--- config.mk ---
export PLATFORM = sky130hd
export DESIGN_NAME = mux4_rr_arbiter_flat
export DESIGN_NICKNAME = d
export VERILOG_FILES = /design/src/rtl/mux4_rr_arbiter_if.sv /design/src/rtl/mux4_rr_arbiter.sv /design/src/flat_wrapper.sv
export SDC_FILE = /design/constraint.sdc
export NUM_CORES = 1
export LEC_CHECK = 0
export CORE_MARGIN = 4
export CORE_UTILIZATION = 25
export CTS_CLUSTER_DIAMETER = 60
export DETAILED_ROUTE_END_ITERATION = 8
export PLACE_DENSITY = 0.56
export SYNTH_ARGS = -nofsm -noshare
export SYNTH_HDL_FRONTEND = slang
export SYNTH_SLANG_ARGS = --single-unit
--- constraint.sdc ---
create_clock -name clk -period 2.15 [get_ports clk]
set_input_delay 0.43 -clock clk [delete_from_list [all_inputs] [get_ports clk]]
set_output_delay 0.43 -clock clk [all_outputs]
set_load 0.05 [all_outputs]
--- src/rtl/mux4_rr_arbiter_if.sv ---
// Requester/mux-side bundle for the 4:1 mux arbiter: ena and req go in; grant, select, valid and hold count come out.
interface mux4_rr_arbiter_if #(
  parameter int CNT_W = 4
);
  logic             ena;
  logic [3:0]       req;
  logic [3:0]       gnt;
  logic [1:0]       sel;
  logic             valid;
  logic [CNT_W-1:0] hold_cnt;

  modport master (output ena, req, input gnt, sel, valid, hold_cnt);
  modport slave  (input ena, req, output gnt, sel, valid, hold_cnt);
endinterface

--- src/rtl/mux4_rr_arbiter.sv ---
// Round-robin sequencer for the 4:1 mux select: 1-edge request-to-grant, bounded hold, one dead cycle per handoff.
// Requests are level-held with no backpressure; `define MUX4_ARB_PRIO_EN makes req[0] high priority and preemptive.
module mux4_rr_arbiter #(
  parameter int MAX_HOLD = 8,
  parameter int CNT_W    = 4
) (
  input  logic              clk,
  input  logic              rst_n,
  mux4_rr_arbiter_if.slave  bus
);

  typedef enum logic [1:0] {IDLE, GRANT, GAP} state_t;

  localparam logic [CNT_W-1:0] HOLD_LIM = CNT_W'(MAX_HOLD - 1);

  state_t           state, state_nxt;
  logic [3:0]       gnt, gnt_nxt;
  logic [1:0]       sel, sel_nxt;
  logic [1:0]       last, last_nxt;
  logic             valid, valid_nxt;
  logic [CNT_W-1:0] hold_cnt, hold_nxt;
  logic [1:0]       pick;
  logic             pick_vld;
  logic             release_gnt;

  // Search starts just after the last granted index and wraps; k=4 lands back on last itself.
  always_comb begin
    logic [1:0] idx;
    idx      = '0;
    pick     = '0;
    pick_vld = 1'b0;
    for (int k = 1; k <= 4; k++) begin
      idx = last + 2'(k);
      if (!pick_vld && bus.req[idx]) begin
        pick     = idx;
        pick_vld = 1'b1;
      end
    end
`ifdef MUX4_ARB_PRIO_EN
    if (bus.req[0]) begin
      pick     = 2'd0;
      pick_vld = 1'b1;
    end
`endif
  end

  always_comb begin
    release_gnt = !bus.req[sel] || !bus.ena ||
                  ((hold_cnt == HOLD_LIM) && |(bus.req & ~gnt));
`ifdef MUX4_ARB_PRIO_EN
    if ((sel != 2'd0) && bus.req[0]) begin
      release_gnt = 1'b1;
    end
`endif
  end

  always_comb begin
    state_nxt = state;
    gnt_nxt   = gnt;
    sel_nxt   = sel;
    last_nxt  = last;
    valid_nxt = valid;
    hold_nxt  = hold_cnt;
    unique case (state)
      IDLE, GAP: begin
        // GAP arbitrates exactly like IDLE but always leaves after one cycle.
        if (bus.ena && pick_vld) begin
          state_nxt = GRANT;
          gnt_nxt   = 4'b0001 << pick;
          sel_nxt   = pick;
          valid_nxt = 1'b1;
          hold_nxt  = '0;
        end else begin
          state_nxt = IDLE;
        end
      end
      GRANT: begin
        if (release_gnt) begin
          state_nxt = GAP;
          gnt_nxt   = '0;
          valid_nxt = 1'b0;
          hold_nxt  = '0;
          last_nxt  = sel;
        end else if (hold_cnt != HOLD_LIM) begin
          hold_nxt  = hold_cnt + 1'b1;
        end
      end
      default: begin
        state_nxt = IDLE;
        gnt_nxt   = '0;
        valid_nxt = 1'b0;
        hold_nxt  = '0;
      end
    endcase
  end

  always_ff @(posedge clk or negedge rst_n) begin
    if (!rst_n) begin
      state    <= IDLE;
      gnt      <= '0;
      sel      <= '0;
      last     <= 2'd3;
      valid    <= 1'b0;
      hold_cnt <= '0;
    end else begin
      state    <= state_nxt;
      gnt      <= gnt_nxt;
      sel      <= sel_nxt;
      last     <= last_nxt;
      valid    <= valid_nxt;
      hold_cnt <= hold_nxt;
    end
  end

  assign bus.gnt      = gnt;
  assign bus.sel      = sel;
  assign bus.valid    = valid;
  assign bus.hold_cnt = hold_cnt;

endmodule

--- src/flat_wrapper.sv ---
// flat-port wrapper written by rule: the top's interface ports become plain ports
module mux4_rr_arbiter_flat 
#(
  parameter int MAX_HOLD = 8,
  parameter int CNT_W    = 4
)
  (clk, rst_n, bus_ena, bus_req, bus_gnt, bus_sel, bus_valid, bus_hold_cnt);
  mux4_rr_arbiter_if #(.CNT_W(CNT_W)) bus_i ();
  input  logic clk;
  input  logic rst_n;
  input wire logic [$bits(bus_i.ena)-1:0] bus_ena;
  input wire logic [$bits(bus_i.req)-1:0] bus_req;
  output wire logic [$bits(bus_i.gnt)-1:0] bus_gnt;
  output wire logic [$bits(bus_i.sel)-1:0] bus_sel;
  output wire logic [$bits(bus_i.valid)-1:0] bus_valid;
  output wire logic [$bits(bus_i.hold_cnt)-1:0] bus_hold_cnt;
  assign bus_i.ena = bus_ena;
  assign bus_i.req = bus_req;
  assign bus_gnt = bus_i.gnt;
  assign bus_sel = bus_i.sel;
  assign bus_valid = bus_i.valid;
  assign bus_hold_cnt = bus_i.hold_cnt;
  mux4_rr_arbiter #(.MAX_HOLD(MAX_HOLD), .CNT_W(CNT_W)) u_core (.clk(clk), .rst_n(rst_n), .bus(bus_i));
endmodule
==> qor.csv <==
stage,metric,value,unit
outcome,outcome,"finished, final reports clean",
setup_path,endpoint,bus_sel[0],
power,p_leak,0.463,nW
floorplan,die_w,66.8,um
routing,drt-initial-drc-count,53,
clocking,insertion_delay,0.29,ns
setup_path,r2r_end,u_core.last[0],
routing,ant_nets,0,
clocking,cts_tree,built,
routing,wl_per_cell,13.1,um
clocking,cts_made_buffers,3,
placement,gp_congestion,0.755,
flow_run,maxCapViolCount,0,
floorplan,die_y,66.8,um
layout,area_delta_synth_final,32.0,%
clocking,clkSlewWorstSetupHoldPaths,0.08,ns
setup_path,cp_max_fo,5,
setup_path,start_kind,flop,
sta,final_max_slew_viol_count,0,
yosys,ys_warn_count,0,
hold_path,hold_path_class,flop to flop,
setup_path,cp-startpoint,u_core.bus.sel[0],
global_routing,grt_pass1_wl,3440,um
clocking,clockBufferDepth,2,
setup_path,required,1.72,ns
layout,fin_util,0.342,
sta,hold_violations,0,
layout,fillers,354,
global_routing,grt_overflow,0,
setup_path,cp_cell_sequence,clkdlybuf4s50_1,
sta,worst_pin_slew,0.724,ns
global_routing,grt_max_degree,16,
setup_path,crit_type,flop to primary output,
routing,vias,722,
setup_path,critPathTopFamily,buffers and inverters,
routing,drc,0,
yosys,synth_cells,85,
placement,portBuffers,17,
placement,post-place-cells,151,
layout,finalNonFillerCells,155,
setup_path,crit_buf_inv,1,
setup_path,r2r_cells,5,
setup_path,cp_data_arrival_time,1.57,ns
clocking,ctsResizeCount,0,
routing,drt-pass1-iter-count,4,
sta,period_minus_slack,2.00,ns
yosys,synthesis.nets,93,
setup_path,rr_startpoint,u_core.bus.hold_cnt[0],
floorplan,core_area,3340,sq um
power,powerDensity,1150,nW/um^2
clocking,post_cts_buffers,0,
setup_path,rrSetupSlack,0.39,ns
layout,num_antenna_cells,0,
layout,nets,118,
sta,rsz0062_at_grt,false,
yosys,yosysSeqAreaShare,0.437,
global_routing,grt_usage,0.104,
setup_path,end_kind,primary output,
floorplan,die_area,4460,sq um
setup_path,cp_slowest_cell,clkdlybuf4s50_1,
power,ir_drop,0.000282,V
placement,hpwl,1550,um
yosys,synth-seq-cells,15,
setup_path,slowest_delay,0.84,ns
floorplan,rows,21,
sta,maxClockFrequency,500,MHz
yosys,syn_area,865,sq um
yosys,syn-mean-instance-area,10.2,sq um
layout,layout-drive-gt1-share,0.165,
routing,vias_per_cell,4.66,
setup_path,path_depth,1,
global_routing,antenna_found_initial,0,
clocking,cts_root_buf,clkbuf_4,
global_routing,grt_pass1_vias,713,
clocking,cts_hold_buf,0,
sta,slew_headroom,0.516,
routing,totalWireLength,2030,um
sta,setup_violations,0,
yosys,synth_cell_types,34,
clocking,clock-sinks,15,
sta,period_share,0.930,
sta,skew,0.00814,ns
floorplan,io_pins,18,
clocking,htreeDepth,1,
floorplan,start_util,0.259,
-- worst min-delay path by stage --
stage / start / endpoint / cells past startpoint
after global placement: u_core.bus.valid / u_core.bus.valid / 2
after CTS: u_core.bus.valid / u_core.bus.valid / 2
after floorplan: rst_n / u_core.bus.gnt[0] / 0
after global routing: u_core.bus.gnt[1] / u_core.bus.gnt[1] / 2
after detailed placement: u_core.bus.valid / u_core.bus.valid / 2
final: u_core.bus.valid / u_core.bus.valid / 2
-- registers in the layout (all words and copies together) (netlist names) --
register,count
u_core.bus.valid,1
u_core.bus.hold_cnt,4
u_core.last,2
u_core.state,2
u_core.bus.gnt,4
u_core.bus.sel,2
-- metrics by stage --
step	total power [W]	hold WS, ns	cell area, sq um	setup slack [ns]	TNS (ns)
global placement	0.00115	0.544	1110	0.00510	0
floorplan	0.000930	0.134	865	0.248	0
CTS	0.00132	0.558	1140	0.135	0
detailed placement	0.00116	0.540	1110	-0.0307	-0.0513
finish	0.00131	0.542	1140	0.150	0
global route	0.00139	0.589	1140	0.0923	0
-- Yosys cell counts, drive strengths merged --
cell,count,share of area
nand2,5,0.022
o21a,1,0.0087
inv,7,0.030
mux2i,3,0.035
a21oi,5,0.033
o32ai,1,0.010
dfstp,2,0.061
nor2,4,0.017
or2b,2,0.017
and2b,1,0.0087
and3b,2,0.022
a21boi,1,0.0087
o31ai,1,0.0087
o41ai,2,0.051
nand2b,4,0.029
mux2,2,0.035
o22a,1,0.010
nor3,1,0.0058
ha,1,0.014
or2,2,0.014
nor2b,6,0.052
o21ai,3,0.017
nor4,2,0.014
a31oi,1,0.0072
a41oi,1,0.010
o22ai,6,0.043
o211ai,1,0.0087
nand3,4,0.029
dfrtp,13,0.38
-- placed cells by master (no fill, tap or decap), types with 2 or more instances in the layout --
| cell | count |
|---|---|
| or2b_1 | 2 |
| o21ai_0 | 3 |
| mux2_4 | 2 |
| a21oi_1 | 4 |
| dfrtp_1 | 13 |
| nor4_1 | 2 |
| o22ai_1 | 6 |
| nor2b_1 | 5 |
| mux2i_1 | 3 |
| nand3_1 | 3 |
| dfstp_2 | 2 |
| nand2_1 | 5 |
| nor2_1 | 4 |
| clkbuf_4 | 3 |
| clkdlybuf4s50_1 | 17 |
| inv_1 | 7 |
| buf_4 | 3 |
| nand2b_1 | 4 |
| or2_2 | 2 |
-- report_power, final --
group	internal, W	total [W]	leakage, nW	switching [W]
registers	0.000382	0.000482	0.191	0.0000993
logic	0.000272	0.000666	0.256	0.000394
clock network	0.0000721	0.000162	0.0150	0.0000898
total	0.000726	0.00131	0.463	0.000583
-- cell families after synthesis --
group,count (synthesis),synth area share
fa+ha+maj,1,0.0145
compound gates,24,0.217
simple gates,33,0.232
flops,15,0.437
buf+inv,7,0.0304
mux,5,0.0695
-- cell type report --
class	instances	area, sq um	share of cell area
flip-flops and latches	15	378	0.331
inverters	7	26.3	0.0230
clock buffers	4	26.3	0.0230
multi-input cells	63	460	0.404
repair buffers	20	193	0.169
well taps	46	57.6	0.0504
-- routing by layer --
layer / track usage / part of all wire / up-vias
met4: 0.0457 / 0.020 / 0
met2: 0.161 / 0.44 / 23
li1: - / - / 359
met3: 0.0236 / 0.076 / 5
met1: 0.136 / 0.46 / 335
met5: 0 / 0 / -
-- worst min-delay path, delay by kind of cell, from the launching register on --
| kind | cells | cell delay [ns] |
|---|---|---|
| simple gates | 1 | 0.05 |
| compound gates | 1 | 0.11 |
| flops | 1 | 0.35 |
No activity file was read; power rests on OpenSTA's default activity.
